`config.mk`:
```
export PLATFORM = sky130hd
export DESIGN_NAME = pipelined_cla_addsub
export DESIGN_NICKNAME = d
export VERILOG_FILES = /design/src/rtl/pipelined_cla_addsub_pkg.sv /design/src/rtl/pipelined_cla_addsub_cla_segment.sv /design/src/rtl/pipelined_cla_addsub.sv
export SDC_FILE = /design/constraint.sdc
export NUM_CORES = 1
export LEC_CHECK = 0
export BUFFER_PORTS_ARGS = -buffer_cell sky130_fd_sc_hd__buf_2
export CORE_AREA = 2 2 112 114
export CTS_CLUSTER_SIZE = 20
export DETAILED_ROUTE_END_ITERATION = 7
export DIE_AREA = 0 0 114 116
export GPL_TIMING_DRIVEN = 1
export SETUP_SLACK_MARGIN = 0.02
export SLEW_MARGIN = 20
export SYNTH_ARGS = -nofsm -noshare
export SYNTH_HDL_FRONTEND = slang
export SYNTH_SLANG_ARGS = --single-unit
export TNS_END_PERCENT = 50
```
`constraint.sdc`:
```
create_clock -name clk -period 10.58 [get_ports clk]
set_input_delay 2.116 -clock clk [delete_from_list [all_inputs] [get_ports clk]]
set_output_delay 2.116 -clock clk [all_outputs]
set_load 0.1 [all_outputs]
```
`src/rtl/pipelined_cla_addsub_pkg.sv`:
```
// Shared ALU definitions for the pipelined CLA adder/subtractor:
// status flag bit positions and the lookahead group size.
package pipelined_cla_addsub_pkg;

   localparam int CLA_GRP   = 4;

   localparam int FLAG_C    = 0;
   localparam int FLAG_V    = 1;
   localparam int FLAG_Z    = 2;
   localparam int FLAG_N    = 3;
   localparam int NUM_FLAGS = 4;

   typedef logic [NUM_FLAGS-1:0] alu_flags_t;

endpackage

```
`src/rtl/pipelined_cla_addsub_cla_segment.sv`:
```
// Combinational SEG-bit two-level carry-lookahead adder: 4-bit groups with P/G,
// then a lookahead level across the groups (no ripple between groups).
module cla_segment
   import pipelined_cla_addsub_pkg::*;
#(
   parameter int SEG = 16
) (
   input  logic           cin,
   input  logic [SEG-1:0] x,
   input  logic [SEG-1:0] y,
   output logic [SEG-1:0] s,
   output logic           cout,
   output logic           c_msb,
   output logic           p,
   output logic           g
);

   localparam int NG = SEG / CLA_GRP;

   logic [SEG-1:0] bp, bg, c;
   logic [NG-1:0]  gp, gg;
   logic [NG:0]    gc;

   // Flat sum-of-products carry into position n: OR over k of (g[k] & p[k+1..n-1]),
   // plus ci & p[0..n-1]. Every carry is built independently, so nothing ripples.
   function automatic logic la_carry(input logic [SEG-1:0] pp, input logic [SEG-1:0] gv,
                                     input logic ci, input int unsigned n);
      logic acc, term;
      acc = ci;
      for (int unsigned i = 0; i < n; i++) acc = acc & pp[i];
      for (int unsigned k = 0; k < n; k++) begin
         term = gv[k];
         for (int unsigned i = k + 1; i < n; i++) term = term & pp[i];
         acc = acc | term;
      end
      return acc;
   endfunction

   always_comb begin
      bp = x ^ y;
      bg = x & y;
      for (int unsigned j = 0; j < NG; j++) begin
         gp[j] = &bp[j*CLA_GRP +: CLA_GRP];
         gg[j] = la_carry(SEG'(bp[j*CLA_GRP +: CLA_GRP]), SEG'(bg[j*CLA_GRP +: CLA_GRP]),
                          1'b0, CLA_GRP);
      end
      for (int unsigned j = 0; j <= NG; j++)
         gc[j] = la_carry(SEG'(gp), SEG'(gg), cin, j);
      c = '0;
      for (int unsigned j = 0; j < NG; j++)
         for (int unsigned b = 0; b < CLA_GRP; b++)
            c[j*CLA_GRP + b] = la_carry(SEG'(bp[j*CLA_GRP +: CLA_GRP]),
                                        SEG'(bg[j*CLA_GRP +: CLA_GRP]), gc[j], b);
   end

   assign s     = bp ^ c;
   assign cout  = gc[NG];
   assign c_msb = c[SEG-1];
   assign p     = &gp;
   assign g     = la_carry(SEG'(gp), SEG'(gg), 1'b0, NG);

endmodule

```
`src/rtl/pipelined_cla_addsub.sv`:
```
// Pipelined carry-lookahead adder/subtractor: segment k is added in stage k with the
// registered carry of segment k-1; valid/ready handshake with a global stall.
module pipelined_cla_addsub
   import pipelined_cla_addsub_pkg::*;
#(
   parameter int WIDTH  = 32,
   parameter int STAGES = 2
) (
   input  logic             clk,
   input  logic             rst,
   input  logic             in_valid,
   output logic             in_ready,
   input  logic             sub,
   input  logic             cin,
   input  logic [WIDTH-1:0] x,
   input  logic [WIDTH-1:0] y,
   output logic             out_valid,
   input  logic             out_ready,
   output logic [WIDTH-1:0] s,
   output logic             cout,
   output logic             ovf,
   output logic             zero,
   output logic             neg
);

   localparam int SEG = WIDTH / STAGES;

   // pipe_*[k] is what stage k consumes: ports for k = 0, stage k-1 registers otherwise
   logic [WIDTH-1:0] pipe_x [STAGES];
   logic [WIDTH-1:0] pipe_y [STAGES];
   logic [WIDTH-1:0] pipe_s [STAGES];
   logic             pipe_c [STAGES];
   logic             pipe_z [STAGES];
   logic             pipe_v [STAGES];

   logic             adv;
   logic [WIDTH-1:0] res_d, res_q;
   alu_flags_t       flags_d, flags_q;
   logic             out_valid_d, out_valid_q;

   assign adv      = !out_valid_q | out_ready;
   assign in_ready = adv;

   assign pipe_x[0] = x;
   assign pipe_y[0] = sub ? ~y : y;
   assign pipe_c[0] = sub ? 1'b1 : cin;
   assign pipe_s[0] = '0;
   assign pipe_z[0] = 1'b1;
   assign pipe_v[0] = in_valid;

   for (genvar k = 0; k < STAGES; k++) begin : g_stage
      logic [SEG-1:0]   seg_s;
      logic             seg_cout, seg_cmsb;
      logic             unused_seg_p, unused_seg_g;
      logic [WIDTH-1:0] sum_d;
      logic             zero_d;

      cla_segment #(.SEG(SEG)) u_seg (
         .cin   (pipe_c[k]),
         .x     (pipe_x[k][k*SEG +: SEG]),
         .y     (pipe_y[k][k*SEG +: SEG]),
         .s     (seg_s),
         .cout  (seg_cout),
         .c_msb (seg_cmsb),
         .p     (unused_seg_p),
         .g     (unused_seg_g)
      );

      always_comb begin
         sum_d                 = pipe_s[k];
         sum_d[k*SEG +: SEG]   = seg_s;
         zero_d                = pipe_z[k] & ~|seg_s;
      end

      if (k < STAGES - 1) begin : g_mid
         logic [WIDTH-1:0] x_q, y_q, sum_q;
         logic             c_q, z_q, v_q;

         always_ff @(posedge clk) begin
            if (rst)      v_q <= 1'b0;
            else if (adv) v_q <= pipe_v[k];
         end

         always_ff @(posedge clk) begin
            if (adv) begin
               x_q   <= pipe_x[k];
               y_q   <= pipe_y[k];
               sum_q <= sum_d;
               c_q   <= seg_cout;
               z_q   <= zero_d;
            end
         end

         assign pipe_x[k+1] = x_q;
         assign pipe_y[k+1] = y_q;
         assign pipe_s[k+1] = sum_q;
         assign pipe_c[k+1] = c_q;
         assign pipe_z[k+1] = z_q;
         assign pipe_v[k+1] = v_q;
      end else begin : g_last
         always_comb begin
            res_d           = sum_d;
            flags_d         = '0;
            flags_d[FLAG_C] = seg_cout;
            flags_d[FLAG_V] = seg_cout ^ seg_cmsb;
            flags_d[FLAG_Z] = zero_d;
            flags_d[FLAG_N] = sum_d[WIDTH-1];
            out_valid_d     = pipe_v[k];
         end
      end
   end

   always_ff @(posedge clk) begin
      if (rst) begin
         out_valid_q <= 1'b0;
         res_q       <= '0;
         flags_q     <= '0;
      end else if (adv) begin
         out_valid_q <= out_valid_d;
         res_q       <= res_d;
         flags_q     <= flags_d;
      end
   end

   assign out_valid = out_valid_q;
   assign s         = res_q;
   assign cout      = flags_q[FLAG_C];
   assign ovf       = flags_q[FLAG_V];
   assign zero      = flags_q[FLAG_Z];
   assign neg       = flags_q[FLAG_N];

endmodule

```
==> impl_metrics.csv <==
group,metric,value,unit
logic_synthesis,synth_top_family_by_area,"adder cells",
final_layout,nets,657,
logic_synthesis,synth_mux_area_share,0,%
logic_synthesis,ys_top_cells_by_area,"edfxtp_1, dfxtp_1, ha_1, xor2_1, nand2_1",
flow_run,maxCapViolCount,0,
global_route,gr-total-overflow,0,
logic_synthesis,synth_xor_area_share,10.1,%
setup_path,required,10.75,ns
power,peakVddDrop,0.0000655,V
detailed_routing,drc_errors,0,
logic_synthesis,ys_seq_area_share,49.0,%
detailed_routing,ant_nets,0,
logic_synthesis,synthAdderAreaFrac,14.4,%
detailed_routing,vias_per_cell,4.87,
timing,fmax,165,MHz
logic_synthesis,syn_area,4580,um2
cts,root_buffer,"clkbuf_16",
place,gp_congestion,0.844,
cts,post_cts_buffers,0,
die,start_util,38.4,%
final_layout,n_antenna_cell,0,
logic_synthesis,yosysWarnings,0,
detailed_routing,vias,3364,
timing,final-max-slew-violation-count,0,
setup_path,start_kind,"primary input",
setup_path,cp-end-kind,"flip-flop",
cts,cts_tree,"yes",
power,p_per_area,220,nW/um2
timing,hold_violations,0,
setup_path,rrSetupSlack,7.49,ns
timing,tns,0,ns
detailed_routing,drtPass1Iterations,5,
global_route,grt_usage,15.4,%
cts,clkTransAtPathRegs,0.06,ns
detailed_routing,drt-total-wl,9.83,mm
place,post-place-ws,4.13,ns
setup_path,cp_slowest_cell,"buf_2",
logic_synthesis,syn_avg_cell_area,10.5,um2
global_route,grt_pass1_wl,15.7,mm
timing,period_share,57.3,%
logic_synthesis,synth_fp_nets,554,
place,place_inst,675,
detailed_routing,wire_per_inst,14.2,um
power,power.leakage,2.53,nW
timing,rsz0062_at_grt,"false",
final_layout,syn_to_final_growth,21.3,%
final_layout,drive_gt1_share,24.1,%
die,io_pins,108,
place,dp.final_hpwl,7.49,mm
timing,slew_headroom,36.0,%
logic_synthesis,yosysTopAreaCell,"edfxtp_1",
timing,skew,0.00542,ns
setup_path,critPathKind,"in -> reg",
setup_path,crit_family,"simple AND/OR/NAND/NOR gates",
logic_synthesis,synth_compound_gate_area_share,11.8,%
logic_synthesis,syn_inst,436,
global_route,grt_pass1_vias,3273,
cts,clockBufferDepth,2,
setup_path,crit_arrival,6.23,ns
final_layout,fillers,1139,
timing,period_needed,6.06,ns
timing,worst_slew_pin_slew,0.960,ns
cts,holdBufCountCts,0,
die,dieArea,13200,um2
logic_synthesis,synthDistinctLibCells,39,
setup_path,path_cells,"buf_2, xor2_1, ha_1, o21a_1, o21ai_1, a211oi_1, o22ai_1, o21a_1, fa_1, xnor2_1, or4_1, or3_1, or4_1, nor4b_2",
setup_path,path_buf_inv,1,
cts,clk_latency,0.34,ns
run_status,status,"finished clean",
die,fp.dieH,116,um
global_route,antenna_found_initial,0,
timing,fin_ws,4.52,ns
logic_synthesis,synth_top_area_share,32.8,%
cts,cts_made_buffers,9,
final_layout,final-instance-count-excl-fill,691,
die,coreArea,11900,um2
timing,finalSetupViolations,0,
logic_synthesis,synthSimpleGateAreaFrac,11.3,%
die,placementRows,40,
die,die_x,114,um
cts,post_cts_resized,0,
global_route,grt_max_degree,89,
setup_path,cp_max_fo,34,
logic_synthesis,ys_ff_latch,87,
worst_hold_path,hp-class,"reg -> reg",
cts,cts_sinks,87,
detailed_routing,dr.first_iter.drc_count,125,
setup_path,critPathMaxStageDelay,0.67,ns
place,port_buffers,107,
cts,htreeDepth,3,
-- cells by family (layout without fill, tap and decap cells) --
group | after synthesis | count (layout)
simple gates | 120 | 120
compound gates | 88 | 88
xor+xnor | 53 | 53
buf+inv | 40 | 148
fa+ha+maj | 48 | 48
flops | 87 | 87
-- routing by layer --
metal  routed length, um  up-vias  track usage, %
met1                4580     1554            20.5
met2                4610       79            24.2
met4                 190        0            6.42
met5                   0        -               0
met3                 447       14            3.56
li1                    -     1717               -
-- worst reg2reg max path: cells and delay by family (launching register included) --
| family | cells | cell delay [ns] |
|---|---|---|
| AOI/OAI and AO/OA | 5 | 1.07 |
| DFF | 1 | 0.36 |
| adders and majority gates | 2 | 0.83 |
| and+or+nand+nor | 4 | 0.64 |
| buffers and inverters | 1 | 0.10 |
-- worst paths after layout --
check                                start                   end  cells after the start
setup / recovery                       sub  g_stage[0].g_mid.z_q                     14
hold / removal                       s[30]                 s[30]                      2
setup reg to reg  g_stage[0].g_mid.x_q[18]            flags_q[2]                     12
hold reg to reg                      s[30]                 s[30]                      2
-- layout make-up --
class	count	area (um2)	area share [%]
inverters	23	86.3	1.55
well taps	147	184	3.31
clock inverters	6	68.8	1.24
flip-flops and latches	87	2240	40.4
clock buffers	10	239	4.30
repair buffers	109	551	9.91
multi-input cells	309	2190	39.3
-- registers in the layout, indices dropped and copies added (netlist names), 3 cells and up --
| register | cells |
|---|---|
| s | 32 |
| g_stage.g_mid.sum_q | 16 |
| g_stage.g_mid.y_q | 16 |
| flags_q | 3 |
| g_stage.g_mid.x_q | 16 |
-- cells in the final DEF (no fill, tap or decap), types with 2 or more instances in the layout --
| cell | Yosys | routed |
|---|---|---|
| dfxtp_1 | 37 | 37 |
| buf_4 | 1 | 2 |
| o21ai_1 | 2 | 2 |
| a21oi_1 | 43 | 43 |
| nand3_1 | 2 | 2 |
| inv_2 | 2 | 2 |
| o21a_1 | 13 | 13 |
| nand2b_1 | 2 | 2 |
| clkinv_4 | 0 | 2 |
| o211ai_1 | 4 | 4 |
| clkbuf_16 | 0 | 9 |
| inv_1 | 21 | 21 |
| xor2_1 | 37 | 37 |
| a21o_1 | 6 | 6 |
| buf_2 | 0 | 107 |
| nand2_1 | 66 | 66 |
| or4_1 | 2 | 2 |
| o21ai_0 | 5 | 5 |
| xnor2_1 | 16 | 16 |
| fa_1 | 8 | 8 |
| edfxtp_1 | 50 | 50 |
| a211oi_1 | 7 | 7 |
| nor3_1 | 7 | 7 |
| ha_1 | 40 | 40 |
| nor2_1 | 28 | 28 |
| nand4_1 | 6 | 6 |
-- where the power goes --
group	leakage, nW	internal (mW)	switching [mW]
clock network	0.149	0.190	0.131
logic	1.55	0.114	0.338
registers	0.833	0.423	0.0242
total	2.53	0.728	0.493
-- synthesized netlist by cell type (all sizes together) --
master and instances:
nand2 66, edfxtp 50, a21oi 43, ha 40, dfxtp 37, xor2 37
nor2 28, inv 23, xnor2 16, o21a 13, clkbuf 11, fa 8
a211oi 7, a21o 7, nor3 7, o21ai 7, buf 6, nand4 6
o211ai 4, nand2b 2, nand3 2, nor2b 2, or4 2, a2111oi 1
a21boi 1, a311oi 1, and4 1, nor4 1, nor4b 1, o2111ai 1
o21bai 1, o221ai 1, o22ai 1, or2 1, or3 1
-- through the flow --
stage / total power [mW] / util [%] / hold slack [ns] / instance area (um2)
floorplan: 0.813 / - / 0.432 / 4580
finish: 1.22 / 46.6 / 0.447 / 5560
global placement: 0.901 / 44.1 / 0.437 / 5250
detailed placement: 0.908 / 44.1 / 0.443 / 5250
global route: 1.29 / 46.6 / 0.461 / 5560
CTS: 1.23 / 46.6 / 0.450 / 5560
(Power assumes the default switching activity.)
